===== config.mk =====
export PLATFORM = sky130hd
export DESIGN_NAME = addsub_seq
export DESIGN_NICKNAME = d
export VERILOG_FILES = /design/src/rtl/addsub_seq.sv
export SDC_FILE = /design/constraint.sdc
export NUM_CORES = 1
export LEC_CHECK = 0
export ABC_AREA = 1
export ABC_CLOCK_PERIOD_IN_PS = 4200
export BUFFER_PORTS_ARGS = -buffer_cell sky130_fd_sc_hd__buf_2
export CAP_MARGIN = 20
export CORE_MARGIN = 3
export CORE_UTILIZATION = 40
export CTS_CLUSTER_DIAMETER = 30
export DETAILED_ROUTE_END_ITERATION = 7
export PLACE_DENSITY = 0.61
export SLEW_MARGIN = 20
export SYNTH_ARGS = -nofsm -noshare
export SYNTH_HDL_FRONTEND = slang
export SYNTH_SLANG_ARGS = --single-unit

===== constraint.sdc =====
create_clock -name clk -period 4.2 [get_ports clk]
set_clock_uncertainty 0.2 [all_clocks]
set_input_delay 0 -clock clk [delete_from_list [all_inputs] [get_ports clk]]
set_output_delay 0 -clock clk [all_outputs]
set_load 0.02 [all_outputs]

===== src/rtl/addsub_seq.sv =====
`default_nettype none
// ============================================================================
//  Module   : addsub_seq
//  Brief    : Multi-cycle saturating add/subtract; one CHUNK-bit slice per
//             cycle with a rippled carry register and valid/ready handshakes.
//  Revision : 1.0
// ============================================================================
module addsub_seq #(
    parameter int WIDTH = 16,
    parameter int CHUNK = 4
) (
    input  logic             clk,
    input  logic             rst,
    input  logic             in_valid,
    output logic             in_ready,
    input  logic [WIDTH-1:0] a,
    input  logic [WIDTH-1:0] b,
    input  logic             sub,
    input  logic             sat_en,
    output logic             out_valid,
    input  logic             out_ready,
    output logic [WIDTH-1:0] result,
    output logic             ovfl,
    output logic             sat,
    output logic             zero,
    output logic             neg,
    output logic             cout
);

    localparam int c_num_slices = WIDTH / CHUNK;
    localparam int c_cnt_w      = (c_num_slices > 1) ? $clog2(c_num_slices) : 1;
    localparam logic [c_cnt_w-1:0] c_last_slice = c_cnt_w'(c_num_slices - 1);
    localparam logic [WIDTH-1:0]   c_max_pos    = {1'b0, {(WIDTH-1){1'b1}}};
    localparam logic [WIDTH-1:0]   c_min_neg    = {1'b1, {(WIDTH-1){1'b0}}};

    localparam logic [1:0] c_st_idle = 2'd0;
    localparam logic [1:0] c_st_calc = 2'd1;
    localparam logic [1:0] c_st_done = 2'd2;

    logic [1:0]         r_state;
    logic [WIDTH-1:0]   r_a;
    logic [WIDTH-1:0]   r_b;        // already inverted for subtract
    logic               r_sat_en;
    logic               r_carry;
    logic [c_cnt_w-1:0] r_cnt;
    logic [WIDTH-1:0]   r_sum;

    logic [CHUNK:0]     w_slice;
    logic [WIDTH-1:0]   w_sum_next;
    logic               w_pos_ov;
    logic               w_neg_ov;
    logic [WIDTH-1:0]   w_res;

    always_comb begin
        w_slice    = {1'b0, r_a[r_cnt*CHUNK +: CHUNK]}
                   + {1'b0, r_b[r_cnt*CHUNK +: CHUNK]}
                   + {{CHUNK{1'b0}}, r_carry};
        w_sum_next = r_sum;
        w_sum_next[r_cnt*CHUNK +: CHUNK] = w_slice[CHUNK-1:0];
        // Only meaningful on the edge that completes the MSB slice.
        w_pos_ov   = ~r_a[WIDTH-1] & ~r_b[WIDTH-1] &  w_sum_next[WIDTH-1];
        w_neg_ov   =  r_a[WIDTH-1] &  r_b[WIDTH-1] & ~w_sum_next[WIDTH-1];
        if (r_sat_en && w_pos_ov)
            w_res = c_max_pos;
        else if (r_sat_en && w_neg_ov)
            w_res = c_min_neg;
        else
            w_res = w_sum_next;
    end

    always_ff @(posedge clk) begin
        if (rst) begin
            r_state   <= c_st_idle;
            in_ready  <= 1'b1;
            out_valid <= 1'b0;
            result    <= '0;
            ovfl      <= 1'b0;
            sat       <= 1'b0;
            zero      <= 1'b0;
            neg       <= 1'b0;
            cout      <= 1'b0;
            r_a       <= '0;
            r_b       <= '0;
            r_sat_en  <= 1'b0;
            r_carry   <= 1'b0;
            r_cnt     <= '0;
            r_sum     <= '0;
        end else begin
            case (r_state)
                c_st_idle: begin
                    if (in_valid) begin
                        r_a      <= a;
                        r_b      <= sub ? ~b : b;
                        r_sat_en <= sat_en;
                        r_carry  <= sub;
                        r_cnt    <= '0;
                        in_ready <= 1'b0;
                        r_state  <= c_st_calc;
                    end
                end
                c_st_calc: begin
                    r_sum   <= w_sum_next;
                    r_carry <= w_slice[CHUNK];
                    r_cnt   <= r_cnt + 1'b1;
                    if (r_cnt == c_last_slice) begin
                        result    <= w_res;
                        ovfl      <= w_pos_ov | w_neg_ov;
                        sat       <= r_sat_en & (w_pos_ov | w_neg_ov);
                        zero      <= (w_res == '0);
                        neg       <= w_res[WIDTH-1];
                        cout      <= w_slice[CHUNK];
                        out_valid <= 1'b1;
                        r_state   <= c_st_done;
                    end
                end
                c_st_done: begin
                    // in_ready rises only after the handshake edge, so no
                    // back-to-back accept on the same edge.
                    if (out_ready) begin
                        out_valid <= 1'b0;
                        in_ready  <= 1'b1;
                        r_state   <= c_st_idle;
                    end
                end
                default: begin
                    out_valid <= 1'b0;
                    in_ready  <= 1'b1;
                    r_state   <= c_st_idle;
                end
            endcase
        end
    end

endmodule
`default_nettype wire


Word level (Yosys, flattened, before mapping)
Index checks and enable logic that the tools add are counted.

Memory bits (read-only): 0. Latch bits: 0. Bits in registers: 77. Logic and storage cells: 70. Bits of input ports: 38. Memories: 0. Bits in writable memories: 0. Output and inout port bits: 23.

$add $sub $neg: 4. Bitwise gates (word level): 12. Div/mod/pow operators: 0. $mul: 0. Eq/ne operators: 6. $lt $le $gt $ge: 0. Reductions and logical operators: 11. Shift operators: 4. Mux-type cells: 18.

Operator list (count): $mux 16 (3); $neg 4->34 (1); $shift 4x34->16 const A (1); $shiftx 4x34->16 (1); $shiftx 16x5->4 (2); $bwmux 16 (1); $logic_not 16->1 (1); $not 16->16 (1); $reduce_and 3->1 (3); $mux 2 (4); $ne 2x2->1 const B (3); $pmux 1 s3 (2); $pmux 2 s3 (1); $reduce_and 2->1 (3); $add 4x4->5 (1); $add 5x1->5 (1); $and 1x1->1 (5); $mux 1 (5); $not 1->1 (5); $eq 2x2->1 const B (2); $pmux 2 s2 (1); $add 2x1->2 const B (1); $eq 2x1->1 const B (1); $logic_and 1x1->1 (2); 4 further kinds (4).

Logic depth before layout (Yosys ltp)
Word-level depth: 11. Depth in mapped cells: 19. Depth with buffers taken out: 16.

Worst setup path before layout
Ideal clock, no wire load.

Kind: reg2reg. Start point: register r_cnt[0]. End point: register zero. Clock period less this slack: 3.073 ns. Slack: 1.127 ns. Required time: 3.933 ns. Cell stages (with the launch flop): 18. Path buffers: 2. Library setup time: 0.067 ns. Data arrival time: 2.806 ns. Cells stage by stage: dfxtp_1 > clkbuf_1 > buf_2 > nand2_1 > o21ai_0 > a21oi_1 > fa_1 > inv_2 > fa_1 > inv_1 > nor2_1 > nand2_1 > o22ai_1 > nor3_1 > nand3_1 > nor2_1 > nand3_1 > a21oi_2.

Word-level cells in the longest chain between the ends: 11. Elaborated cells on any way between the ends: 18. Those cells by class: add/sub (3); eq/ne (1); shift (4); mux (3); bitwise (3); reduce/logical (4).

RTL lines: start, declared (line 45) `logic [c_cnt_w-1:0] r_cnt;`; start signal, assigned (line 104) `r_cnt <= r_cnt + 1'b1;`; $shiftx 16x5->4 (on tied branches) (line 55, 56); $add 4x4->5 (line 56) `+ {1'b0, r_b[r_cnt*CHUNK +: CHUNK]}`; $add 5x1->5 (line 57) `+ {{CHUNK{1'b0}}, r_carry};`; $shiftx 4x34->16 (line 59) `w_sum_next[r_cnt*CHUNK +: CHUNK] = w_slice[CHUNK-1:0];`; $bwmux 16 (line 59); $not 1->1 (line 62) `w_neg_ov = r_a[WIDTH-1] & r_b[WIDTH-1] & ~w_sum_next[WIDTH-1];`; $and 1x1->1 (line 62); $logic_and 1x1->1 (line 65) `else if (r_sat_en && w_neg_ov)`; $mux 16 (line 65); $mux 16 (line 63) `if (r_sat_en && w_pos_ov)`; $logic_not 16->1 (line 109) `zero <= (w_res == '0);`; end signal, assigned (line 109); end, declared (line 25) `output logic zero,`.

Several ways; a longest one is shown, not always the timed one. A chain may end at the register's enable or synchronous reset.

Final worst setup path
Start point: register r_cnt[1]. End point: register zero.

Same word-level chain as after synthesis.

==> key figures <==
Clocking
  • Clk_lat worst skew: 0.35 ns
  • Clock sinks: 76
  • Clock Tree Buf Depth: 2
  • Post-CTS Setup Inserts: 0
  • Reg clk slew, reported paths: 0.08 ns
  • CTS tree: yes
  • CTS Buf Count: 9
  • Clock tree root driver cell: clkbuf_8
  • H-tree depth: 3

Synth
  • Syn. warnings: 0
  • Top FF cell, synth: dfxtp_1
  • Post-synth EDFFs: 0
  • Post-synth ARST share: 0%
  • Post-Syn Nets: 542
  • Sequential area share after synthesis: 41.0%
  • Leading area contributor after synthesis: dfxtp_1
  • Synth Instances: 493
  • Synth Register Bits: 76
  • Commonest cells post-synth: 76 x dfxtp_1, 70 x nor2_1, 70 x o21ai_0, 55 x inv_1, 50 x nand2_1
  • Most common cell in the netlist: dfxtp_1
  • Synth Cell Area: 3710 um2
  • Netlist cell types: 36
  • Post-Syn Area per Cell: 7.53 um2
  • Synth top area share: 41.0%
  • Top cells by area, synth: dfxtp_1 41%, o21ai_0 9.4%, nor2_1 7.1%

Drt
  • DR pass1 iterations: 4
  • Final WL: 9040 um
  • DRT antenna net count: 0
  • First DRT Iteration DRCs: 152
  • WL per Instance: 13.1 um
  • Post-DR vias/cell: 4.96
  • Total number of vias: 3411
  • DRC: 0

Floorplanning
  • Initial Util: 42.0%
  • IO Pins: 61
  • Core box area: 8850 um2
  • Die Height: 102 um
  • # rows: 34
  • Die X: 102 um
  • Die area: 10500 um2

GRT
  • Initial antenna violation count: 0
  • Overflow left after global routing: 0
  • Pin count of the biggest net entering global routing: 45
  • Global-route wire length before repair: 15400 um
  • Vias in the first global route: 3367
  • GRT Overall Usage: 18.6%

Timing
  • Slew margin rel.: 32.5%
  • Min Tclk post-route: 3.42 ns
  • Final Hold Violating Endpoints: 0
  • Fmax: 0.293 GHz
  • Post-Route Setup TNS: 0 ns
  • Final period utilization: 81.4%
  • Final setup vio count: 0
  • RSZ-0062 raised after global routing: false
  • Max-slew violations: 0
  • Worst-Margin Slew: 1.01 ns

Pwr
  • Leakage: 2.08 nW
  • PwrDens: 396 nW/um2
  • VDD IR max: 227 uV

Job
  • # Max-Cap Violations: 0

Worst setup path
  • CP cell instances: clkinv_1 > a32o_1 > fa_1 > inv_2 > fa_1 > inv_1 > nor2_1 > nand2_1 > o22ai_1 > nor3_1 > nand3_1 > nor2_1 > nand3_1 > a21oi_2
  • Worst setup EP type: flop
  • Delay-heaviest family, CP: adder cells
  • Crit path max-delay cell type: dfxtp_1
  • Worst endpoint data arrival time: 3.50 ns
  • CP startpoint kind: flop
  • Worst path bufs/invs: 3
  • Largest stage delay on the critical path: 0.55 ns
  • CP Data Required Time: 4.29 ns
  • CP Class: reg2reg
  • CP Max Fanout: 12

Final layout
  • Fin cells: 688
  • Fillcell total: 883
  • Multi-input logic area: 1820 um2
  • Total Nets Final: 624
  • Area growth syn-to-layout: 25.0%
  • Fraction of layout cells with a size suffix above 1: 17.6%
  • ANT cells: 0
  • Register area: 1520 um2

Place
  • Placed insts: 634
  • Final HPWL DP: 6150 um
  • PortBufs: 60
  • GP Congestion: 0.817

Status
  • Status: completed

Hold path
  • Kind of path behind the tightest hold check: in2reg
==> path summary, 6_finish.rpt <==
| path | startpoint | to | slack [ns] | depth (start not counted) |
|---|---|---|---|---|
| max | r_cnt[1]$_SDFFE_PP0P_ | zero$_SDFFE_PP0P_ | 0.78 | 14 |
| min | sub | r_b[1]$_SDFFE_PP0P_ | 0.01 | 3 |
| max reg2reg | r_cnt[1]$_SDFFE_PP0P_ | zero$_SDFFE_PP0P_ | 0.78 | 14 |
| min reg2reg | r_b[0]$_SDFFE_PP0P_ | r_b[0]$_SDFFE_PP0P_ | 0.27 | 2 |
==> worst min-delay path: stages <==
cell      delay (ns)
buf_2           0.25
xnor2_1         0.21
a211oi_1        0.06
==> power by group <==
part	internal, W	total [W]	switching [W]
combinational	0.000149	0.000374	0.000225
sequential	0.000768	0.000795	0.0000272
clock	0.000394	0.000668	0.000274
total	0.00131	0.00184	0.000527
==> cells by family (layout without fill, tap and decap cells) <==
family,after synthesis,count (layout),synth area share [%]
AOI/OAI and AO/OA,154,154,23.8
xor gates and xnor gates,17,17,4.01
adders and majority gates,11,11,4.11
buffers and inverters,90,177,9.91
DFF,76,76,41.0
and+or+nand+nor,145,145,17.2
==> layout by cell type (no fill, tap or decap), drive strengths merged, types with 4 or more instances in the layout <==
cell type    instances
dfxtp               76
o21ai               72
nor2                72
buf                 62
inv                 60
nand2               52
a21oi               44
dlygate4sd3         38
o22ai               15
a211oi              15
nand3               15
xnor2               14
ha                   9
clkbuf               9
clkinv               5
nand4                4
==> through the flow <==
step / cell area, um2 / hold WS, ns / setup WS, ns / utilization [%] / total power (W)
detailed placement: 4020 / 0.0635 / 0.808 / 45.5 / 0.00116
finish: 4640 / 0.0142 / 0.783 / 52.5 / 0.00184
floorplan: 3710 / -0.0333 / 1.13 / - / 0.00107
CTS: 4640 / 0.00803 / 0.801 / 52.5 / 0.00185
global placement: 4020 / 0.0515 / 0.955 / 45.5 / 0.00115
global route: 4640 / 0.0265 / 0.417 / 52.5 / 0.00194
==> state kept, by name, summed over array words and instances, names as in the netlist <==
| signal | count |
|---|---|
| r_a | 16 |
| r_b | 16 |
| r_sum | 16 |
| result | 16 |
| r_cnt | 2 |
| r_state | 2 |
| cout | 1 |
| in_ready | 1 |
| out_valid | 1 |
| ovfl | 1 |
| r_carry | 1 |
| r_sat_en | 1 |
| sat | 1 |
| zero | 1 |
==> per-layer routing <==
layer / share of wire (%) / up-vias / GRT usage [%]
met5: 0 / - / 0
met4: 1.2 / 0 / 5.65
met3: 3.7 / 14 / 4.64
met2: 48 / 65 / 31.6
met1: 47 / 1542 / 23.1
li1: - / 1790 / -
==> cell type report <==
type,instances,area share (%)
tap,108,2.91
multi-input combinational,327,39.3
clock inverter,7,2.45
inverter,61,4.93
clock buffer,9,2.67
sequential,76,32.8
timing repair buffer,100,15.0
==> repair_timing <==
item | 4_1_cts | 5_1_grt
hold buffers | 38 | 0
gates resized for setup | 0 | 0
hold endpoints to repair | 37 | 0
Power figures use the tool's default switching activity.
